===== src/rtl/drum_pkg.sv =====
// Shared definitions for the drum machine step sequencer.
//   STEPS  / VOICES / STEP_W : default geometry (8 steps, 4 voices, 3-bit step index)
//   V_*                      : voice index constants used by the edit front end
//   seq_state_t              : sequencer FSM states
package drum_pkg;
  localparam int STEPS  = 8;
  localparam int VOICES = 4;
  localparam int STEP_W = 3;

  localparam int V_KICK  = 0;
  localparam int V_SNARE = 1;
  localparam int V_HAT   = 2;
  localparam int V_CLAP  = 3;

  typedef enum logic [1:0] {
    IDLE = 2'd0,
    ARM  = 2'd1,
    RUN  = 2'd2
  } seq_state_t;
endpackage


===== src/rtl/pattern_regs.sv =====
// Pattern register file: VOICES patterns of STEPS bits each.
//   clk, reset (async, active-low) : clock and clear
//   we, wvoice, wdata              : single write port; out-of-range voice is ignored
//   pat_flat                       : all patterns, voice v at [v*STEPS +: STEPS]
module pattern_regs
  import drum_pkg::*;
#(
  parameter int P_STEPS  = STEPS,
  parameter int P_VOICES = VOICES
) (
  input  logic                          clk,
  input  logic                          reset,
  input  logic                          we,
  input  logic [1:0]                    wvoice,
  input  logic [P_STEPS-1:0]            wdata,
  output logic [P_VOICES*P_STEPS-1:0]   pat_flat
);

  for (genvar gi = 0; gi < P_VOICES; gi++) begin : g_voice
    logic [P_STEPS-1:0] pat_d;
    logic [P_STEPS-1:0] pat_q;

    // A voice index with no matching slot simply matches nothing.
    always_comb begin
      pat_d = pat_q;
      if (we && (int'(wvoice) == gi)) begin
        pat_d = wdata;
      end
    end

    always_ff @(posedge clk or negedge reset) begin
      if (!reset) begin
        pat_q <= '0;
      end else begin
        pat_q <= pat_d;
      end
    end

    assign pat_flat[gi*P_STEPS +: P_STEPS] = pat_q;
  end

endmodule


===== src/rtl/step_sequencer.sv =====
// Drum machine step sequencer.
//   clk, reset (async, active-low)
//   tick          : one-cycle step strobe from the bpm generator
//   play          : run/stop level
//   mute          : per-voice trigger mask, sampled when a trigger fires
//   edit_we/edit_voice/edit_pattern : pattern write port
//   trig          : registered one-cycle trigger pulse per voice
//   step          : step currently sounding
//   bar_start     : pulse alongside the step-0 triggers
//   running       : high in ARM or RUN
//   patterns      : registered pattern store, voice v at [v*STEPS +: STEPS]
module step_sequencer
  import drum_pkg::*;
#(
  parameter int P_STEPS  = STEPS,
  parameter int P_VOICES = VOICES,
  parameter int P_STEP_W = STEP_W
) (
  input  logic                          clk,
  input  logic                          reset,
  input  logic                          tick,
  input  logic                          play,
  input  logic [P_VOICES-1:0]           mute,
  input  logic                          edit_we,
  input  logic [1:0]                    edit_voice,
  input  logic [P_STEPS-1:0]            edit_pattern,
  output logic [P_VOICES-1:0]           trig,
  output logic [P_STEP_W-1:0]           step,
  output logic                          bar_start,
  output logic                          running,
  output logic [P_VOICES*P_STEPS-1:0]   patterns
);

  seq_state_t             state_q, state_d;
  logic [P_STEP_W-1:0]    step_q, step_d;
  logic [P_VOICES-1:0]    trig_q, trig_d;
  logic                   bar_q, bar_d;

  logic [P_VOICES*P_STEPS-1:0] pat_flat;
  logic [P_STEP_W-1:0]         step_inc;
  logic [P_VOICES-1:0]         col_first;
  logic [P_VOICES-1:0]         col_next;

  pattern_regs #(
    .P_STEPS  (P_STEPS),
    .P_VOICES (P_VOICES)
  ) u_pattern_regs (
    .clk      (clk),
    .reset    (reset),
    .we       (edit_we),
    .wvoice   (edit_voice),
    .wdata    (edit_pattern),
    .pat_flat (pat_flat)
  );

  // STEPS is a power of two, so the natural wrap of the counter is the bar wrap.
  assign step_inc = step_q + P_STEP_W'(1);

  // Triggers read the registered store, so an edit landing with a tick only
  // takes effect from the following step.
  for (genvar gi = 0; gi < P_VOICES; gi++) begin : g_col
    assign col_first[gi] = pat_flat[gi*P_STEPS];
    assign col_next[gi]  = pat_flat[gi*P_STEPS + int'(step_inc)];
  end

  // State and datapath registers
  always_ff @(posedge clk or negedge reset) begin
    if (!reset) begin
      state_q <= IDLE;
      step_q  <= '0;
      trig_q  <= '0;
      bar_q   <= 1'b0;
    end else begin
      state_q <= state_d;
      step_q  <= step_d;
      trig_q  <= trig_d;
      bar_q   <= bar_d;
    end
  end

  // Next-state logic
  always_comb begin
    state_d = state_q;
    unique case (state_q)
      IDLE:    if (play) state_d = ARM;
      ARM:     state_d = play ? RUN : IDLE;
      RUN:     if (!play) state_d = IDLE;
      default: state_d = IDLE;
    endcase
  end

  // Step counter, trigger and bar-start computation
  always_comb begin
    step_d = step_q;
    trig_d = '0;
    bar_d  = 1'b0;
    unique case (state_q)
      IDLE: begin
        step_d = '0;
      end
      ARM: begin
        // Ticks in the ARM cycle are dropped; the bar always opens on step 0.
        step_d = '0;
        if (play) begin
          trig_d = col_first & ~mute;
          bar_d  = 1'b1;
        end
      end
      RUN: begin
        if (!play) begin
          step_d = '0;
        end else if (tick) begin
          step_d = step_inc;
          trig_d = col_next & ~mute;
          bar_d  = (step_inc == '0);
        end
      end
      default: begin
        step_d = '0;
      end
    endcase
  end

  assign trig      = trig_q;
  assign step      = step_q;
  assign bar_start = bar_q;
  assign running   = (state_q != IDLE);
  assign patterns  = pat_flat;

endmodule


===== config.mk =====
export PLATFORM = sky130hd
export DESIGN_NAME = step_sequencer
export DESIGN_NICKNAME = d
export VERILOG_FILES = /design/src/rtl/drum_pkg.sv /design/src/rtl/pattern_regs.sv /design/src/rtl/step_sequencer.sv
export SDC_FILE = /design/constraint.sdc
export NUM_CORES = 1
export LEC_CHECK = 0
export BUFFER_PORTS_ARGS = -buffer_cell sky130_fd_sc_hd__buf_2
export CORE_UTILIZATION = 50
export CTS_CLUSTER_SIZE = 16
export DETAILED_ROUTE_END_ITERATION = 12
export GPL_ROUTABILITY_DRIVEN = 0
export GPL_TIMING_DRIVEN = 0
export PLACE_DENSITY = 0.78
export SLEW_MARGIN = 30
export SYNTH_ARGS = -nofsm -noshare
export SYNTH_HDL_FRONTEND = slang
export SYNTH_SLANG_ARGS = --single-unit

===== constraint.sdc =====
create_clock -name clk -period 2.08 [get_ports clk]
set_input_delay 0 -clock clk [delete_from_list [all_inputs] [get_ports clk]]
set_output_delay 0 -clock clk [all_outputs]
set_load 0.03 [all_outputs]

==> run metrics <==
setup repair bufs after CTS 0; Syn Std Cell Area 1950 um2; # rows 22; CP Data Required Time 2.26 ns; DRC violations left 0; antenna cell count 0; Worst-Margin Slew 0.724 ns; vias per cell 5.41; WL per Instance 16.7 um; CP endpoint kind flop; Worst Hold Class input port to flop; Synth cell types 30; crit start category flop; Max Clock Skew 0.00482 ns; Primary FF master, synth dfrtp_1; synthesized instance count 139; clock group share of total power 21.1%; Util after Layout 69.0%; placed instance area 2300 um2; share of cells above drive strength 1 46.1%; clk buf depth 2; Final Cell Area 2540 um2; Post-Syn Nets 163; outcome complete, no violations; DRT antenna net count 0; pwr dens 1020 nW/um2; Slew headroom 51.5%; number of buffers created by CTS 5; post-synth top area cell dfrtp_1; Int Pwr 0.00160 W; Non-Filler Instances 267; minimum clock period 2.00 ns; port bufs 58; unrepaired setup endpoints after global routing no; Yosys warnings 0; Clock Sinks 42; register area share after synthesis 54.0%; CTS H-Tree Depth 2; routed via count 1,445; setup TNS 0 ns; vias in the first global route 1,505; post-synth top area share 54.0%; io pins 60; GR Util All Layers 24.2%; cell count after placement 245; Reg clk slew, reported paths 0.07 ns; max frequency 501 MHz; #FFs+latches synth 42; CTS tree built; clock root buffer clkbuf_8; Sequential Power Share 41.9%; number of flops mapped to enable cells by yosys 0; Leakage 1.20 nW; Worst Setup Path Type flop to flop; die footprint 4140 um2; total global routing overflow 0; maximum VDD drop 0.635 mV; maxcap violations 0; nets 242; Sw Share 38.2%; period utilization 96.0%; Fin. Hold Viols 0; Initial Util 52.7%; ys async rst share 100%; drt initial violations 64; HPWL Detailed 3230 um; chip height 64.4 um; Area Growth Syn to Fin 30.8%; commonest cells in the netlist dfrtp_1 (42), mux2_2 (25), mux2_1 (8), mux2i_1 (6), nand2_1 (6); Core Area 3690 um2; Die Wd 64.4 um; clock latency at the later pin of the worst-skew pair 0.30 ns; initial antenna violation count 0; first-pass GRT wire length 7280 um; largest net degree at the start of global routing 43; average cell area after synthesis 14.0 um2; most frequent cell after synthesis dfrtp_1; WP data arrival 2.18 ns; final WL 4470 um; CP Max Fanout 7; fin. max-slew vios 0; Final setup viols 0; top cells by area, synth dfrtp_1 (54%), mux2_2 (14%), mux2_1 (4.6%); Net Sw Power 0.000991 W; combinational share of power 37.0%; First-pass DRT Iterations 4; total power 0.00259 W
state kept, by name (all words and copies together) (netlist names):
name	count
u_pattern_regs.g_voice.pat_q	32
bar_start	1
state_q	2
trig	4
step	3
critical path, stage by stage (launching register included):
cell and delay, ns:
dfrtp_2 0.47, ha_1 0.22, ha_2 0.32, or2_2 0.33, a211o_2 0.28, a32oi_2 0.18, nor3_1 0.07
power groups by stage:
stage                     Clock [W]  Combinational (W)  Sequential, W
final                      0.000547           0.000961        0.00109
after global routing       0.000583            0.00104        0.00111
after CTS                  0.000551           0.000961        0.00108
after detailed placement          0           0.000937        0.00110
after global placement            0           0.000903        0.00108
after floorplan                   0           0.000397        0.00134
routing by layer:
layer	track usage [%]	vias up	wire (um)
li1	-	677	-
met1	30.6	721	1930
met2	40.9	42	2280
met3	5.54	5	181
met4	8.06	0	65
met5	0	-	0
layout make-up:
type / instances / area [um2]
multi-input combinational: 91 / 875
buffer: 2 / 15.0
inverter: 4 / 15.0
clock buffer: 6 / 82.6
sequential: 42 / 1050
clock inverter: 2 / 12.5
tap: 48 / 60.1
timing repair buffer: 72 / 433
fill: 295 / 1140
cell usage in the layout (no fill, tap or decap), drive strengths merged, types with 2 or more instances in the layout:
| cell type | Yosys | final |
|---|---|---|
| buf | 1 | 59 |
| dfrtp | 42 | 42 |
| mux2 | 33 | 33 |
| dlygate4sd3 | 0 | 14 |
| clkbuf | 1 | 7 |
| nand2 | 6 | 6 |
| mux2i | 6 | 6 |
| ha | 5 | 5 |
| inv | 4 | 4 |
| nor2 | 4 | 4 |
| nand2b | 4 | 4 |
| a21oi | 4 | 4 |
| mux4 | 4 | 4 |
| a22oi | 3 | 3 |
| a221oi | 3 | 3 |
| nor4 | 3 | 3 |
| or2 | 2 | 2 |
| nand3b | 2 | 2 |
| o21ai | 2 | 2 |
| and2b | 2 | 2 |
cells by family (layout without fill, tap and decap cells):
group | after synthesis | count (layout) | synth area share [%]
fa+ha+maj | 5 | 5 | 3.22
compound gates | 16 | 16 | 5.72
mux | 43 | 43 | 27.4
simple gates | 26 | 26 | 7.65
xor+xnor | 1 | 1 | 0.450
buf+inv | 6 | 86 | 1.54
flops | 42 | 42 | 54.0
per-stage QoR:
step                hold WS [ns]  setup slack, ns
finish                     0.108           0.0839
global route               0.140          0.00212
CTS                        0.108           0.0607
detailed placement         0.172          -0.0354
global placement           0.149           0.0191
floorplan                 -0.296           0.0311
final timing paths:
kind | startpoint | endpoint | slack (ns) | cells after the start
worst max-delay path | step[0]$_DFFE_PN0P_ | trig[3]$_DFF_PN0_ | 0.08 | 6
worst min-delay path | tick | step[0]$_DFFE_PN0P_ | 0.11 | 3
worst max register to register | step[0]$_DFFE_PN0P_ | trig[3]$_DFF_PN0_ | 0.08 | 6
worst min register to register | u_pattern_regs.g_voice[0].pat_q[2]$_DFFE_PN0P_ | u_pattern_regs.g_voice[0].pat_q[2]$_DFFE_PN0P_ | 0.52 | 1
max in group asynchronous | reset | step[0]$_DFFE_PN0P_ | 1.48 | 2
min in group asynchronous | reset | state_q[1]$_DFFE_PN0P_ | 0.22 | 2
what timing repair did:
| item | 4_1_cts | 5_1_grt |
|---|---|---|
| hold buffers | 14 | 0 |
| endpoints found under the setup margin | 1 | 1 |
| gates cloned | 0 | 0 |
| gates resized for setup | 2 | 1 |
| endpoints found under the hold margin | 79 | 0 |
| pin swaps | 0 | 0 |
(Power assumes the default switching activity.)
